### src/rtl/bcd_pkg.sv
// Shared BCD constants and converter state encoding.
//   DIGIT_W : bits per BCD digit
//   BCD_MAX : largest legal BCD digit value
//   state_t : sequential converter states
package bcd_pkg;

  localparam int unsigned DIGIT_W = 4;
  localparam logic [DIGIT_W-1:0] BCD_MAX = 4'd9;

  typedef enum logic {
    IDLE = 1'b0,
    CONV = 1'b1
  } state_t;

endpackage

### src/rtl/bcd_to_binary_seq_if.sv
// Handshake/data bundle for the BCD->binary converter.
//   start     : request a conversion (master -> slave)
//   bcd_in    : packed BCD digits, ones digit in the low nibble (master -> slave)
//   busy      : conversion in progress (slave -> master)
//   done      : one-cycle result-valid pulse (slave -> master)
//   bin_out   : converted value, held until the next done (slave -> master)
//   digit_err : a digit of the last conversion was >9 (slave -> master)
interface bcd_to_binary_seq_if
  import bcd_pkg::*;
#(
  parameter int unsigned DIGITS = 4,
  parameter int unsigned BIN_W  = 14
) ();

  logic                        start;
  logic [DIGIT_W*DIGITS-1:0]   bcd_in;
  logic                        busy;
  logic                        done;
  logic [BIN_W-1:0]            bin_out;
  logic                        digit_err;

  modport master (
    output start, bcd_in,
    input  busy, done, bin_out, digit_err
  );

  modport slave (
    input  start, bcd_in,
    output busy, done, bin_out, digit_err
  );

endinterface

### src/rtl/bcd_to_binary_seq_mul10_add.sv
// One conversion step: acc*10 + clamped digit.
//   acc_in    : running binary accumulator
//   digit_in  : next BCD digit (MSD first)
//   acc_out_c : acc_in*10 + min(digit_in, 9), truncated to BIN_W
//   err_c     : digit_in was not a legal BCD digit
module bcd_mul10_add
  import bcd_pkg::*;
#(
  parameter int unsigned BIN_W = 14
) (
  input  logic [BIN_W-1:0]   acc_in,
  input  logic [DIGIT_W-1:0] digit_in,
  output logic [BIN_W-1:0]   acc_out_c,
  output logic               err_c
);

  localparam int unsigned EXT_W = BIN_W + 4;

  logic [DIGIT_W-1:0] digit_clamped;
  logic [EXT_W-1:0]   acc_ext;

  // x10 as (x<<3)+(x<<1) in a widened domain, then truncated back
  always_comb begin
    err_c         = (digit_in > BCD_MAX);
    digit_clamped = err_c ? BCD_MAX : digit_in;
    acc_ext       = EXT_W'(acc_in);
    acc_out_c     = BIN_W'((acc_ext << 3) + (acc_ext << 1) + EXT_W'(digit_clamped));
  end

endmodule

### src/rtl/bcd_to_binary_seq.sv
// Iterative packed-BCD to binary converter, one digit per clock, MSD first.
//   clk : clock, rising edge
//   rst : asynchronous active-low reset
//   bus : slave side of bcd_to_binary_seq_if (start/bcd_in in; busy/done/bin_out/digit_err out)
module bcd_to_binary_seq
  import bcd_pkg::*;
#(
  parameter int unsigned DIGITS = 4,
  parameter int unsigned BIN_W  = 14
) (
  input  logic                clk,
  input  logic                rst,
  bcd_to_binary_seq_if.slave  bus
);

  localparam int unsigned SR_W  = DIGIT_W * DIGITS;
  localparam int unsigned CNT_W = (DIGITS > 1) ? $clog2(DIGITS) : 1;
  localparam logic [CNT_W-1:0] LAST = CNT_W'(DIGITS - 1);

  state_t            state_q, state_d;
  logic [SR_W-1:0]   sreg_q, sreg_d;
  logic [BIN_W-1:0]  acc_q, acc_d;
  logic              err_q, err_d;
  logic [CNT_W-1:0]  cnt_q, cnt_d;
  logic              busy_q, busy_d;
  logic              done_q, done_d;
  logic [BIN_W-1:0]  bin_q, bin_d;
  logic              derr_q, derr_d;

  logic [BIN_W-1:0]  step_acc;
  logic              step_err;

  // Datapath step on the current top digit
  bcd_mul10_add #(.BIN_W(BIN_W)) u_step (
    .acc_in    (acc_q),
    .digit_in  (sreg_q[SR_W-1 -: DIGIT_W]),
    .acc_out_c (step_acc),
    .err_c     (step_err)
  );

  // State and datapath registers
  always_ff @(posedge clk or negedge rst) begin
    if (!rst) begin
      state_q <= IDLE;
      sreg_q  <= '0;
      acc_q   <= '0;
      err_q   <= 1'b0;
      cnt_q   <= '0;
      busy_q  <= 1'b0;
      done_q  <= 1'b0;
      bin_q   <= '0;
      derr_q  <= 1'b0;
    end else begin
      state_q <= state_d;
      sreg_q  <= sreg_d;
      acc_q   <= acc_d;
      err_q   <= err_d;
      cnt_q   <= cnt_d;
      busy_q  <= busy_d;
      done_q  <= done_d;
      bin_q   <= bin_d;
      derr_q  <= derr_d;
    end
  end

  // Next-state and next-output logic
  always_comb begin
    state_d = state_q;
    sreg_d  = sreg_q;
    acc_d   = acc_q;
    err_d   = err_q;
    cnt_d   = cnt_q;
    done_d  = 1'b0;
    bin_d   = bin_q;
    derr_d  = derr_q;

    case (state_q)
      IDLE: begin
        if (bus.start) begin
          sreg_d  = bus.bcd_in;
          acc_d   = '0;
          err_d   = 1'b0;
          cnt_d   = '0;
          state_d = CONV;
        end
      end
      CONV: begin
        acc_d  = step_acc;
        err_d  = err_q | step_err;
        sreg_d = sreg_q << DIGIT_W;
        cnt_d  = cnt_q + CNT_W'(1);
        // Last digit: publish result directly from the step outputs
        if (cnt_q == LAST) begin
          bin_d   = step_acc;
          derr_d  = err_q | step_err;
          done_d  = 1'b1;
          state_d = IDLE;
        end
      end
      default: state_d = IDLE;
    endcase

    busy_d = (state_d == CONV);
  end

  assign bus.busy      = busy_q;
  assign bus.done      = done_q;
  assign bus.bin_out   = bin_q;
  assign bus.digit_err = derr_q;

endmodule

### src/flat_wrapper.sv
// flat-port wrapper written by rule: the top's interface ports become plain ports
module bcd_to_binary_seq_flat import bcd_pkg::*;
#(
  parameter int unsigned DIGITS = 4,
  parameter int unsigned BIN_W  = 14
)
  (clk, rst, bus_start, bus_bcd_in, bus_busy, bus_done, bus_bin_out, bus_digit_err);
  bcd_to_binary_seq_if #(.DIGITS(DIGITS), .BIN_W(BIN_W)) bus_i ();
  input  logic clk;
  input  logic rst;
  input wire logic [$bits(bus_i.start)-1:0] bus_start;
  input wire logic [$bits(bus_i.bcd_in)-1:0] bus_bcd_in;
  output wire logic [$bits(bus_i.busy)-1:0] bus_busy;
  output wire logic [$bits(bus_i.done)-1:0] bus_done;
  output wire logic [$bits(bus_i.bin_out)-1:0] bus_bin_out;
  output wire logic [$bits(bus_i.digit_err)-1:0] bus_digit_err;
  assign bus_i.start = bus_start;
  assign bus_i.bcd_in = bus_bcd_in;
  assign bus_busy = bus_i.busy;
  assign bus_done = bus_i.done;
  assign bus_bin_out = bus_i.bin_out;
  assign bus_digit_err = bus_i.digit_err;
  bcd_to_binary_seq #(.DIGITS(DIGITS), .BIN_W(BIN_W)) u_core (.clk(clk), .rst(rst), .bus(bus_i));
endmodule
### config.mk
export PLATFORM = sky130hd
export DESIGN_NAME = bcd_to_binary_seq_flat
export DESIGN_NICKNAME = d
export VERILOG_FILES = /design/src/rtl/bcd_pkg.sv /design/src/rtl/bcd_to_binary_seq_if.sv /design/src/rtl/bcd_to_binary_seq_mul10_add.sv /design/src/rtl/bcd_to_binary_seq.sv /design/src/flat_wrapper.sv
export SDC_FILE = /design/constraint.sdc
export NUM_CORES = 1
export LEC_CHECK = 0
export BUFFER_PORTS_ARGS = -buffer_cell sky130_fd_sc_hd__buf_2
export CORE_MARGIN = 2
export CORE_UTILIZATION = 34
export DETAILED_ROUTE_END_ITERATION = 8
export GPL_TIMING_DRIVEN = 0
export MAX_ROUTING_LAYER = met4
export SYNTH_ARGS = -nofsm -noshare
export SYNTH_HDL_FRONTEND = slang
export SYNTH_SLANG_ARGS = --single-unit
### constraint.sdc
create_clock -name clk -period 3 [get_ports clk]
set_clock_uncertainty 0.1 [all_clocks]
set_input_delay 0.6 -clock clk [delete_from_list [all_inputs] [get_ports clk]]
set_output_delay 0.6 -clock clk [all_outputs]
set_load 0.1 [all_outputs]
==> results.yml, run 1 <==
clock_network:
  cts_setup_buffers: 0
  cts-htree-levels: 2
  tritoncts: "built"
  clock_sink_count: 49
  clk_pin_slew_ns: 0.09
  postCtsResizedCells: 0
  cts-buffers-inserted: 5
  clock_insertion_delay_worst_skew_ns: 0.30
  cts-hold-fix-buffers: 0
  clk_buf_depth: 2
  ctsRootBufferMaster: "clkbuf_8"
setup_path:
  slowest_stage_cell_cp: "fa_1"
  rr_worst_depth: 9
  worstSetupPathType: "flop to flop"
  cp-end-kind: "flop"
  critical_path.reg2reg.startpoint: "u_core.sreg_q[15]$_DFFE_PN0P_"
  worst_path_maximum_fanout: 5
  critPathLaunchType: "flop"
  r2r-end: "u_core.acc_q[12]$_DFFE_PN0P_"
  critical_path_required_ns: 3.10
  critical_path_data_arrival_time_ns: 2.89
  crit_chain: "clkbuf_1, fa_1, inv_1, fa_1, nor2b_2, o211ai_2, a211oi_2, o21ai_0, a32o_1"
  critPathMostFrequentCell: "fa_1"
  rrSetupSlack_ns: 0.20
  cp_slowest_stage_delay_ns: 0.51
sta:
  timing.final.crit_period_ns: 2.80
  final-setup-viol-count: 0
  final_critical_path_setup_slack_ns: 0.202
  drv_slew: 0
  timing.final.crit_share_pct: 93.3
  timing_hold_violations_final: 0
  max-slew-margin-rel_pct: 26.2
  timing.setup.tns_ns: 0
  rsz0062_at_grt: "false"
  fmax_mhz: 357
  worst_slew_pin_slew_ns: 1.11
detailed_routing:
  remaining_drc_errors: 0
  finalWirelength_um: 6330
  first_iter_violations: 98
  final_antenna_net_count: 0
  drtPass1Iterations: 4
  post_drt_wl_per_cell_um: 15.1
  routed-via-count: 2166
  route.detailed.vias_per_inst: 5.17
logic_synthesis:
  synth.lib_cells_used.distinct: 38
  synthArstFlopShare_pct: 100
  synthesis.yosys.warnings: 0
  edff_count_synth: 0
  postSynthCellCount: 275
  synthesis.nets: 319
  synthFlopType: "dfrtp_1"
  number_of_synthesized_register_bits: 49
  synth_sequential_area_ratio_pct: 44.9
  synthesis.area_sq_um: 2730
  synth_area_per_cell_sq_um: 9.93
placed_design:
  detailed_place_hpwl_um: 4500
  dp_slack_ns: 0.0514
  place_congestion: 0.934
  numPortBuffers: 34
  instance_area_at_placement_sq_um: 3030
cells_and_area:
  final_common_cell: "dfrtp_1"
  finalInstanceArea_sq_um: 3150
  num_antenna_cells: 0
  layout-area-overhead-vs-synth_pct: 15.3
  drive_gt1_share_pct: 18.3
  most-common-layout-cells: "dfrtp_1 (49), nand2_1 (41), buf_2 (38)"
  final.fill_count: 773
  nets: 360
global_routing:
  grt_pass1_vias: 2213
  global_route.overflow_total: 0
  antenna_found_initial: 0
  first_pass_grt_wire_length_um: 10600
  pin_count_of_the_biggest_net_entering_global_routing: 50
  groute.usage.overall_pct: 15.9
floorplan:
  die_area_sq_um: 8760
  die_w_um: 93.6
  num_rows: 32
  die_height_um: 93.6
  core_region_area_sq_um: 7770
  initial_cell_density_of_the_core_pct: 35.1
  floorplan.io_pins: 36
hold_path:
  min_delay_path_depth: 2
  hp_class: "flop to flop"
  destination_of_the_worst_hold_path: "u_core.bus.bin_out[5]$_DFFE_PN0P_"
  min_from: "u_core.bus.bin_out[5]$_DFFE_PN0P_"
job:
  max-cap-violations: 0
status:
  status: "finished clean"
## sequential cells by signal, indices dropped and copies added (netlist names)
name	cells
u_core.state_q	1
u_core.err_q	1
u_core.cnt_q	2
u_core.bus.bin_out	14
u_core.bus.done	1
u_core.acc_q	13
u_core.sreg_q	16
u_core.bus.digit_err	1
## per-stage QoR
step                      hold WS (ns)  util, %  instances
final                            0.373     40.5        419
after detailed placement         0.361     39.0        411
after global placement           0.356     39.0        411
after CTS                        0.383     40.4        419
after global routing             0.403     40.5        419
after floorplan                  0.204        -        275
## cells by family (layout without fill, tap and decap cells)
logic type,count (synthesis),after routing,share of synthesized area (%)
buf+inv,23,65,3.35
compound gates,65,65,15.9
mux,21,21,7.84
xor+xnor,6,6,1.93
simple gates,86,86,14.0
flops,49,49,44.9
fa+ha+maj,25,25,12.0
## area by class of cell
class | count | area, sq um | area share (%)
inverter | 8 | 30.0 | 0.954
buffer | 15 | 61.3 | 1.95
clock inverter | 2 | 38.8 | 1.23
sequential | 49 | 1230 | 39.0
tap | 102 | 128 | 4.06
timing repair buffer | 34 | 170 | 5.41
multi-input combinational | 203 | 1420 | 45.1
clock buffer | 6 | 72.6 | 2.31
## how the worst max path moves through the flow
stage	from	end	slack, ns	cells past startpoint
floorplan	u_core.sreg_q[15]$_DFFE_PN0P_	u_core.acc_q[12]$_DFFE_PN0P_	0.39	9
global placement	u_core.sreg_q[15]$_DFFE_PN0P_	u_core.acc_q[12]$_DFFE_PN0P_	0.09	9
detailed placement	u_core.sreg_q[15]$_DFFE_PN0P_	u_core.acc_q[12]$_DFFE_PN0P_	0.05	9
CTS	u_core.sreg_q[15]$_DFFE_PN0P_	u_core.acc_q[12]$_DFFE_PN0P_	0.05	9
global route	u_core.sreg_q[15]$_DFFE_PN0P_	u_core.acc_q[12]$_DFFE_PN0P_	0.04	9
finish	u_core.sreg_q[15]$_DFFE_PN0P_	u_core.acc_q[12]$_DFFE_PN0P_	0.20	9
## synthesized netlist by cell type (all sizes together), types with 2 or more instances
| library cell | count | area (sq um) |
|---|---|---|
| xor2 | 3 | 26.3 |
| o21ai | 28 | 140 |
| nand3 | 10 | 50.1 |
| and2 | 3 | 18.8 |
| o211ai | 5 | 42.5 |
| nand2b | 2 | 12.5 |
| buf | 4 | 20.0 |
| a22o | 8 | 70.1 |
| nand4 | 3 | 18.8 |
| o21bai | 2 | 15.0 |
| mux2 | 3 | 33.8 |
| a211o | 2 | 17.5 |
| a21oi | 7 | 42.5 |
| inv | 8 | 30.0 |
| o21a | 2 | 15.0 |
| nor2 | 18 | 67.6 |
| a211oi | 2 | 15.0 |
| a31o | 3 | 26.3 |
| ha | 23 | 288 |
| xnor2 | 3 | 26.3 |
| or4 | 2 | 15.0 |
| dfrtp | 49 | 1230 |
| nand2 | 41 | 154 |
| clkbuf | 11 | 41.3 |
| fa | 2 | 40.0 |
| mux2i | 18 | 180 |
| nor2b | 4 | 25.0 |
## routing by layer
metal	wire length [um]	vias up	global-route usage (%)
met5	0	-	-
met4	123	0	4.95
met3	348	14	4.19
met2	2770	60	23.8
met1	3090	1041	21.1
li1	-	1051	-
## worst max-delay path, delay by kind of cell, from the launching register on
| kind | cells | cell delay, ns |
|---|---|---|
| AND/OR/NAND/NOR | 1 | 0.17 |
| adder cells (fa/ha/maj) | 2 | 0.97 |
| buffers and inverters | 2 | 0.19 |
| AO/OA/AOI/OAI | 4 | 0.82 |
| flip-flops | 1 | 0.44 |
Power of run 1 is not shown: default switching activity piles up to over one toggle a cycle in this logic, so the estimate is an artifact.
==> inputs of run 2 (changes only) <==
--- a/config.mk
+++ b/config.mk
@@ -7,10 +7,11 @@
 export LEC_CHECK = 0
 export BUFFER_PORTS_ARGS = -buffer_cell sky130_fd_sc_hd__buf_2
 export CORE_MARGIN = 2
-export CORE_UTILIZATION = 34
+export CORE_UTILIZATION = 55
 export DETAILED_ROUTE_END_ITERATION = 8
 export GPL_TIMING_DRIVEN = 0
 export MAX_ROUTING_LAYER = met4
+export PLACE_DENSITY = 0.77
 export SYNTH_ARGS = -nofsm -noshare
 export SYNTH_HDL_FRONTEND = slang
 export SYNTH_SLANG_ARGS = --single-unit
==> run 2 against run 1 <==
Effect of this change:
- global-route usage rose by 8.4 points
- setup slack got worse by 0.046 ns
- clock-buffer cell count did not move
- hold slack improved by 0.011 ns
- cell count fell by 8.4%
- fmax fell by 1.6%
==> results.yml, run 2 (same netlist as run 1, synthesis figures left out) <==
setup_path:
  critPathMostFrequentCell: "fa_1"
  rrSetupSlack_ns: 0.16
  cp_slowest_stage_delay_ns: 0.50
  critPathLaunchType: "flop"
  worstSetupPathType: "flop to flop"
  slowest_stage_cell_cp: "fa_1"
  worst_path_maximum_fanout: 5
  crit_chain: "clkbuf_1, fa_1, inv_1, fa_1, nor2b_1, o211ai_2, a211oi_2, o21ai_0, a32o_1"
  critical_path_data_arrival_time_ns: 2.93
  critical_path_required_ns: 3.09
  cp-end-kind: "flop"
floorplan:
  die_height_um: 74.5
  core_region_area_sq_um: 4750
  num_rows: 25
  floorplan.io_pins: 36
  die_area_sq_um: 5540
  die_w_um: 74.5
  initial_cell_density_of_the_core_pct: 57.4
hold_path:
  hp_class: "flop to flop"
sta:
  max-slew-margin-rel_pct: 28.1
  final_critical_path_setup_slack_ns: 0.156
  worst_slew_pin_slew_ns: 1.08
  drv_slew: 0
  fmax_mhz: 352
  final-setup-viol-count: 0
  timing.final.crit_period_ns: 2.84
  timing.final.crit_share_pct: 94.8
  rsz0062_at_grt: "false"
  timing.setup.tns_ns: 0
  timing_hold_violations_final: 0
placed_design:
  detailed_place_hpwl_um: 4270
  place_inst: 376
  dp_slack_ns: 0.126
  place_congestion: 0.945
  numPortBuffers: 34
cells_and_area:
  top_register: "u_core.sreg_q"
  num_antenna_cells: 0
  final_cells: 384
  drive_gt1_share_pct: 18.0
  final_common_cell: "dfrtp_1"
  nets: 360
  layout-area-overhead-vs-synth_pct: 12.5
  most-common-layout-cells: "dfrtp_1 (49), nand2_1 (41), buf_2 (38)"
  largest_register_ffs: 16
  finalCoreUtilization_pct: 64.6
clock_network:
  cts-buffers-inserted: 5
  clock_insertion_delay_worst_skew_ns: 0.29
  clk_pin_slew_ns: 0.09
  tritoncts: "built"
  cts-htree-levels: 2
  ctsRootBufferMaster: "clkbuf_8"
  clock_sink_count: 49
  clk_buf_depth: 2
global_routing:
  grt_pass1_vias: 2058
  groute.usage.overall_pct: 24.3
  antenna_found_initial: 0
  pin_count_of_the_biggest_net_entering_global_routing: 50
  global_route.overflow_total: 0
  first_pass_grt_wire_length_um: 9830
status:
  status: "finished clean"
detailed_routing:
  routed-via-count: 2174
  post_drt_wl_per_cell_um: 15.2
  remaining_drc_errors: 0
  finalWirelength_um: 5850
  final_antenna_net_count: 0
  drtPass1Iterations: 4
  route.detailed.vias_per_inst: 5.66
  first_iter_violations: 190
job:
  max-cap-violations: 0
run 2: changes by cell type in the layout (fill, tap and decap cells not counted), sizes merged:
cell,previous run,this run
bufinv,1,0
clkinv,1,2
run 2: final cells by class:
type	count	area [sq um]
fill	413	1680
multi-input combinational	203	1420
sequential	49	1230
timing repair buffer	34	170
tap	67	83.8
clock buffer	6	72.6
buffer	15	61.3
inverter	8	30.0
clock inverter	2	10.0
run 2: worst max-delay path, delay by kind of cell (launching register included):
| family | cells | cell delay (ns) |
|---|---|---|
| buf+inv | 2 | 0.19 |
| fa+ha+maj | 2 | 0.97 |
| flops | 1 | 0.43 |
| simple gates | 1 | 0.21 |
| compound gates | 4 | 0.82 |
run 2: layer usage:
layer / vias up / part of all wire, % / track usage [%]
met1: 1061 / 47 / 31.7
met4: 0 / 2.2 / 8.93
met3: 10 / 3.1 / 4.20
li1: 1057 / - / -
met2: 46 / 48 / 38.1
met5: - / 0 / -
run 2: path summary, 6_finish.rpt:
check                                             startpoint                           endpoint  depth (start not counted)
setup reg to reg               u_core.sreg_q[15]$_DFFE_PN0P_       u_core.acc_q[12]$_DFFE_PN0P_                          9
hold / removal             u_core.bus.bin_out[2]$_DFFE_PN0P_  u_core.bus.bin_out[2]$_DFFE_PN0P_                          2
hold reg to reg            u_core.bus.bin_out[2]$_DFFE_PN0P_  u_core.bus.bin_out[2]$_DFFE_PN0P_                          2
min in group asynchronous                                rst        u_core.acc_q[7]$_DFFE_PN0P_                          1
max in group asynchronous                                rst      u_core.sreg_q[12]$_DFFE_PN0P_                          1
setup / recovery               u_core.sreg_q[15]$_DFFE_PN0P_       u_core.acc_q[12]$_DFFE_PN0P_                          9
run 2: through the flow:
step,cell area [sq um],hold slack (ns)
after floorplan,2730,0.204
after global placement,2980,0.352
after detailed placement,2980,0.361
after CTS,3070,0.384
after global routing,3070,0.406
final,3070,0.384
run 2: timing repair:
| item | 4_1_cts | 5_1_grt |
|---|---|---|
| setup buffers | 0 | 0 |
| endpoints found under the setup margin | 0 | 2 |
| hold buffers | 0 | 0 |
| hold endpoints to repair | 0 | 0 |
| gates resized for setup | 0 | 1 |
Power of run 2 is left out for the same reason.
